==> src/rtl/fast_square_freq_stepper.sv <==
// fast_square_freq_stepper
//   Synthesizer-side responder for the fast-square sweep handshake. A rising
//   edge on freq_step_reset_in restarts the sweep at index 0. A rising edge on
//   freq_step_in, accepted only while locked, advances one step. Either edge
//   computes the tuning word, shifts it MSB first into the PLL chip, pulses
//   the latch enable and waits for lock-detect to stay high long enough. Then
//   pll_locked is raised.
//
// Ports
//   clock, reset           : clock, asynchronous active-low reset
//   freq_step_reset_in     : level, rising edge restarts the sweep
//   freq_step_in           : level, rising edge advances one step (LOCKED only)
//   lock_detect            : asynchronous lock-detect pin from the synthesizer
//   pll_locked             : registered, high only in LOCKED
//   spi_sclk/mosi/le       : 3-wire serial bus to the PLL chip
//   step_index [7:0]       : index programmed or being programmed
//   tune_error             : sticky lock-timeout flag, cleared by a reset edge
module fast_square_freq_stepper #(
   parameter int unsigned NUM_FREQ_STEPS = 100,
   parameter logic [23:0] BASE_WORD      = 24'h1F4000,
   parameter logic [23:0] STEP_WORD      = 24'h000100,
   parameter int unsigned SPI_DIV        = 4,
   parameter int unsigned SETTLE_TICKS   = 2000,
   parameter int unsigned LOCK_TIMEOUT   = 65535
) (
   input  logic       clock,
   input  logic       reset,
   input  logic       freq_step_reset_in,
   input  logic       freq_step_in,
   input  logic       lock_detect,
   output logic       pll_locked,
   output logic       spi_sclk,
   output logic       spi_mosi,
   output logic       spi_le,
   output logic [7:0] step_index,
   output logic       tune_error
);

   localparam int DIV_W = (SPI_DIV > 1) ? $clog2(SPI_DIV) : 1;
   localparam int SET_W = $clog2(SETTLE_TICKS + 1);
   localparam int TMO_W = (LOCK_TIMEOUT > 0) ? $clog2(LOCK_TIMEOUT + 1) : 1;

   localparam logic [DIV_W-1:0] DIV_LAST = DIV_W'(SPI_DIV - 1);
   localparam logic [SET_W-1:0] SET_DONE = SET_W'(SETTLE_TICKS);
   localparam logic [TMO_W-1:0] TMO_DONE = TMO_W'(LOCK_TIMEOUT);
   localparam logic [7:0]       IDX_LAST = 8'(NUM_FREQ_STEPS - 1);

   typedef enum logic [2:0] {
      S_IDLE, S_LOAD, S_SHIFT, S_LATCH, S_SETTLE, S_LOCKED
   } state_t;

   state_t            state_q, state_d;
   logic [7:0]        idx_q, idx_d;
   logic [23:0]       word_q, word_d;
   logic [23:0]       shreg_q, shreg_d;
   logic [4:0]        bit_q, bit_d;
   logic              half_q, half_d;     // 0: sclk low half, 1: sclk high half
   logic [DIV_W-1:0]  div_q, div_d;
   logic [SET_W-1:0]  set_q, set_d;
   logic [TMO_W-1:0]  tmo_q, tmo_d;
   logic              err_q, err_d;
   logic              locked_q, locked_d;
   logic              sclk_q, sclk_d;
   logic              mosi_q, mosi_d;
   logic              le_q, le_d;
   logic              rst_prev_q, step_prev_q;
   logic              sync1_q, sync2_q;

   logic rst_edge, step_edge;

   // Previous-value flops reset to 0: a level already high after reset is an edge.
   assign rst_edge  = freq_step_reset_in & ~rst_prev_q;
   assign step_edge = freq_step_in & ~step_prev_q;

   // State register
   always_ff @(posedge clock or negedge reset) begin
      if (!reset) begin
         state_q     <= S_IDLE;
         idx_q       <= '0;
         word_q      <= BASE_WORD;
         shreg_q     <= '0;
         bit_q       <= '0;
         half_q      <= 1'b0;
         div_q       <= '0;
         set_q       <= '0;
         tmo_q       <= '0;
         err_q       <= 1'b0;
         locked_q    <= 1'b0;
         sclk_q      <= 1'b0;
         mosi_q      <= 1'b0;
         le_q        <= 1'b0;
         rst_prev_q  <= 1'b0;
         step_prev_q <= 1'b0;
         sync1_q     <= 1'b0;
         sync2_q     <= 1'b0;
      end else begin
         state_q     <= state_d;
         idx_q       <= idx_d;
         word_q      <= word_d;
         shreg_q     <= shreg_d;
         bit_q       <= bit_d;
         half_q      <= half_d;
         div_q       <= div_d;
         set_q       <= set_d;
         tmo_q       <= tmo_d;
         err_q       <= err_d;
         locked_q    <= locked_d;
         sclk_q      <= sclk_d;
         mosi_q      <= mosi_d;
         le_q        <= le_d;
         rst_prev_q  <= freq_step_reset_in;
         step_prev_q <= freq_step_in;
         sync1_q     <= lock_detect;
         sync2_q     <= sync1_q;
      end
   end

   // Next-state logic
   always_comb begin
      state_d = state_q;
      idx_d   = idx_q;
      word_d  = word_q;
      shreg_d = shreg_q;
      bit_d   = bit_q;
      half_d  = half_q;
      div_d   = div_q;
      set_d   = set_q;
      tmo_d   = tmo_q;
      err_d   = err_q;

      case (state_q)
         S_LOAD: begin
            shreg_d = word_q;
            bit_d   = '0;
            half_d  = 1'b0;
            div_d   = '0;
            state_d = S_SHIFT;
         end
         S_SHIFT: begin
            if (div_q == DIV_LAST) begin
               div_d = '0;
               if (!half_q) begin
                  half_d = 1'b1;
               end else begin
                  // End of a bit: the next MSB moves into shreg[23].
                  half_d  = 1'b0;
                  shreg_d = {shreg_q[22:0], 1'b0};
                  if (bit_q == 5'd23) state_d = S_LATCH;
                  else                bit_d   = bit_q + 5'd1;
               end
            end else begin
               div_d = div_q + DIV_W'(1);
            end
         end
         S_LATCH: begin
            if (div_q == DIV_LAST) begin
               div_d   = '0;
               set_d   = '0;
               tmo_d   = '0;
               state_d = S_SETTLE;
            end else begin
               div_d = div_q + DIV_W'(1);
            end
         end
         S_SETTLE: begin
            tmo_d = tmo_q + TMO_W'(1);
            set_d = sync2_q ? set_q + SET_W'(1) : '0;
            // A lock reached on the timeout cycle counts as a clean lock.
            if (set_d == SET_DONE) begin
               state_d = S_LOCKED;
            end else if (tmo_d == TMO_DONE) begin
               err_d   = 1'b1;
               state_d = S_LOCKED;
            end
         end
         S_LOCKED: begin
            if (step_edge) begin
               if (idx_q == IDX_LAST) begin
                  idx_d  = '0;
                  word_d = BASE_WORD;
               end else begin
                  idx_d  = idx_q + 8'd1;
                  word_d = word_q + STEP_WORD;
               end
               state_d = S_LOAD;
            end
         end
         default: ;  // IDLE waits for a reset edge
      endcase

      // Reset edge wins over everything, including a simultaneous step edge.
      if (rst_edge) begin
         idx_d   = '0;
         word_d  = BASE_WORD;
         err_d   = 1'b0;
         state_d = S_LOAD;
      end
   end

   // Outputs are registered from the next-state values so an abort drops
   // sclk/le on the very next cycle.
   always_comb begin
      locked_d = (state_d == S_LOCKED);
      sclk_d   = (state_d == S_SHIFT) && half_d;
      le_d     = (state_d == S_LATCH);
      // mosi only moves at the start of a low half, otherwise holds.
      mosi_d   = ((state_d == S_SHIFT) && !half_d) ? shreg_d[23] : mosi_q;
   end

   assign pll_locked = locked_q;
   assign spi_sclk   = sclk_q;
   assign spi_mosi   = mosi_q;
   assign spi_le     = le_q;
   assign step_index = idx_q;
   assign tune_error = err_q;

endmodule
==> config.mk <==
export PLATFORM = sky130hd
export DESIGN_NAME = fast_square_freq_stepper
export DESIGN_NICKNAME = d
export VERILOG_FILES = /design/src/rtl/fast_square_freq_stepper.sv
export SDC_FILE = /design/constraint.sdc
export NUM_CORES = 1
export LEC_CHECK = 0
export CAP_MARGIN = 30
export CORE_ASPECT_RATIO = 1.2
export CORE_UTILIZATION = 40
export CTS_CLUSTER_SIZE = 12
export DETAILED_ROUTE_END_ITERATION = 10
export SYNTH_ARGS = -nofsm -noshare
export SYNTH_HDL_FRONTEND = slang
export SYNTH_SLANG_ARGS = --single-unit
==> constraint.sdc <==
create_clock -name clock -period 2.78 [get_ports clock]
set_input_delay 0.556 -clock clock [delete_from_list [all_inputs] [get_ports clock]]
set_output_delay 0.556 -clock clock [all_outputs]
set_load 0.005 [all_outputs]
==> flow_summary.json <==
{
  "finalClockSkew_ps": 4.79,
  "vias": 3779,
  "dp_hpwl_um": 7020,
  "critical_path.startpoint_type": "flop",
  "drt-pass1-iter-count": 5,
  "critical_path.endpoint_type": "flop",
  "track_usage_pct": 18.5,
  "synth.yosys.seq_area_share_pct": 48.7,
  "post-synth-top-area-cell": "sky130_fd_sc_hd__dfrtp_1",
  "yosysUniqueCellTypes": 66,
  "ir_drop_uv": 304,
  "cp_data_arrival_time_ps": 2810,
  "synth.avg_cell_area_um2": 9.76,
  "share_of_final_layout_standard_cells_stronger_than_drive_strength_1_pct": 11.5,
  "run_status": "finished clean",
  "postSynth.asyncResetShare_pct": 100,
  "ys.flop_type": "sky130_fd_sc_hd__dfrtp_1",
  "worst_ep_required_time_ps": 3060,
  "grt_overflow_total": 0,
  "synth_top_area_cells": "sky130_fd_sc_hd__dfrtp_1 45%, sky130_fd_sc_hd__o21ai_0 5.4%, sky130_fd_sc_hd__nand2_1 3.4%, sky130_fd_sc_hd__dfstp_2 3.3%, sky130_fd_sc_hd__a222oi_1 3.1%",
  "layout_worst_path_cycle_share_pct": 91.0,
  "drtIter0Drc": 203,
  "max_slew_margin_pct": 62.4,
  "insertedDiodeCount": 0,
  "cts_root_buffer": "sky130_fd_sc_hd__clkbuf_16",
  "criticalPathCategory": "reg2reg",
  "cts.sink_count": 94,
  "post_synth_inst_count": 496,
  "grt_max_degree": 54,
  "syn2layout_area_growth_pct": 12.8,
  "yosysTopAreaCellShare_pct": 45.5,
  "clockPowerShare_pct": 29.9,
  "grt_first_pass_wirelength_um": 18000,
  "syn_std_cell_area_um2": 4840,
  "place_congestion": 0.837,
  "grt_setup_unrepaired": "false",
  "power-per-cell-area_nw_per_um2": 737,
  "drc": 0,
  "max_slew.worst_pin.slew_ps": 564,
  "synth_enable_flop_cells": 0,
  "count_of_final_setup_violators": 0,
  "drt_wl_total_um": 10300,
  "part_of_the_total_power_dissipated_in_combinational_logic_pct": 24.4,
  "initial_antenna_violation_count": 0,
  "numPortBuffers": 17,
  "hold_violations": 0,
  "clk-insertion-delay-late_ps": 350,
  "synth_top_cells_by_count": "88 x sky130_fd_sc_hd__dfrtp_1, 52 x sky130_fd_sc_hd__o21ai_0, 44 x sky130_fd_sc_hd__nand2_1, 37 x sky130_fd_sc_hd__nor2_1, 24 x sky130_fd_sc_hd__inv_1",
  "design.core.area_um2": 11700,
  "floorplan.rows": 43,
  "hp-class": "in2async",
  "fp.dieW_um": 102,
  "worst_setup_hold_path_clk_slew_ps": 70,
  "cts_max_level": 3,
  "share_seq_of_total_power_pct": 45.7,
  "ant_nets": 0,
  "clock_period_minus_final_worst_setup_slack_ps": 2530,
  "setup_total_negative_slack_ps": 0,
  "die_area_um2": 12600,
  "net-switching-power_mw": 1.38,
  "route.detailed.vias_per_inst": 5.65,
  "die_height_um": 123,
  "most_instantiated_library_cell_after_synthesis": "sky130_fd_sc_hd__dfrtp_1",
  "postCtsResizedCells": 0,
  "io_pins": 18,
  "worst_path_max_fanout": 10,
  "p_leak_nw": 2.38,
  "syn_nets": 508,
  "synth-warning-count": 0,
  "cell_internal_pwr_mw": 2.64,
  "maxCapViolCount": 0,
  "finalNetCount": 519,
  "cts_max_path_buffers": 2,
  "cts_tree": "yes",
  "avgRoutedWirePerCell_um": 15.5,
  "cts.repair_timing.setup_buffer_count": 0,
  "final_max_slew_viol_count": 0,
  "postCtsHoldBufs": 0,
  "finish.utilization_pct": 46.8,
  "grt_pass1_vias": 3710,
  "max_clock_freq_mhz": 395,
  "net_sw_share_pct": 34.4,
  "starting_utilization_of_the_core_area_pct": 41.5,
  "yosys_register_bits": 94,
  "clock_buffer_count_from_cts": 9
}
kinds of logic after synthesis:
kind of cell / share of synthesized area (%)
AND/OR/NAND/NOR: 21.3
multiplexers: 1.52
flip-flops: 48.7
adder cells (fa/ha/maj): 1.81
buffers and inverters: 4.99
XOR/XNOR: 3.62
AO/OA/AOI/OAI: 18.0
placed cells by master (no fill, tap or decap), drive strengths merged, types with 12 or more instances in the layout:
cell / Yosys / routed
dfrtp: 88 / 88
o21ai: 55 / 55
nand2: 45 / 45
nor2: 37 / 37
inv: 24 / 27
clkdlybuf4s50: 0 / 16
nand3: 16 / 16
a222oi: 15 / 15
nand4: 14 / 14
buf: 8 / 14
nor3: 13 / 13
and3: 12 / 12
xor2: 12 / 12
a21oi: 12 / 12
per-stage QoR:
step	area (um^2)	setup WS [ps]	hold WS [ps]	total power [mW]	std cells
final	5460	251	191	4.02	669
after global routing	5460	92.4	233	4.29	669
after CTS	5460	256	213	4.07	669
after detailed placement	5170	268	338	2.84	653
after global placement	5170	287	334	2.81	653
after floorplan	4840	503	260	2.48	496
critical path: stages, from the launching register on:
cell                      delay (ps)
sky130_fd_sc_hd__dfrtp_1         490
sky130_fd_sc_hd__ha_1            390
sky130_fd_sc_hd__and3_1          320
sky130_fd_sc_hd__nor4b_4         240
sky130_fd_sc_hd__xnor2_1         100
sky130_fd_sc_hd__or4_1           540
sky130_fd_sc_hd__or2_1           250
sky130_fd_sc_hd__a21oi_2         130
power by group through the flow:
stage / clock network [mW] / registers, mW / logic [mW]
6_report: 1.20 / 1.84 / 0.983
3_3_place_gp: 0 / 1.85 / 0.963
2_1_floorplan: 0 / 1.76 / 0.715
3_5_place_dp: 0 / 1.86 / 0.981
4_1_cts: 1.25 / 1.84 / 0.992
5_1_grt: 1.31 / 1.87 / 1.11
final timing paths:
check	end	from	depth (start not counted)	slack, ps
max	pll_locked	set_q[0]	7	250
min	step_index[1]	reset	1	190
max reg2reg	pll_locked	set_q[0]	7	250
min reg2reg	sync2_q	sync1_q	0	350
max in group asynchronous	word_q[18]	reset	2	1860
min in group clock	sync2_q	sync1_q	0	350
sequential cells by signal, indices dropped and copies added (netlist names), 2 cells and up:
name,count
div_q,2
word_q,16
set_q,11
step_index,8
state_q,3
shreg_q,23
tmo_q,16
bit_q,5
layout make-up:
class | count | area (um^2)
inverter | 24 | 90.1
multi-input combinational | 348 | 2250
sequential | 94 | 2360
clock buffer | 9 | 225
tap | 157 | 196
timing repair buffer | 30 | 278
clock inverter | 7 | 66.3
fill | 1109 | 6210
layer usage:
metal | global-route usage [%] | share of wire (%) | vias up
li1 | - | - | 1833
met1 | 23.5 | 45 | 1863
met2 | 30.6 | 50 | 67
met3 | 4.16 | 3.3 | 16
met4 | 6.61 | 1.6 | 0
met5 | 0 | 0 | -
Note: power is estimated with default switching activity, not from simulation.
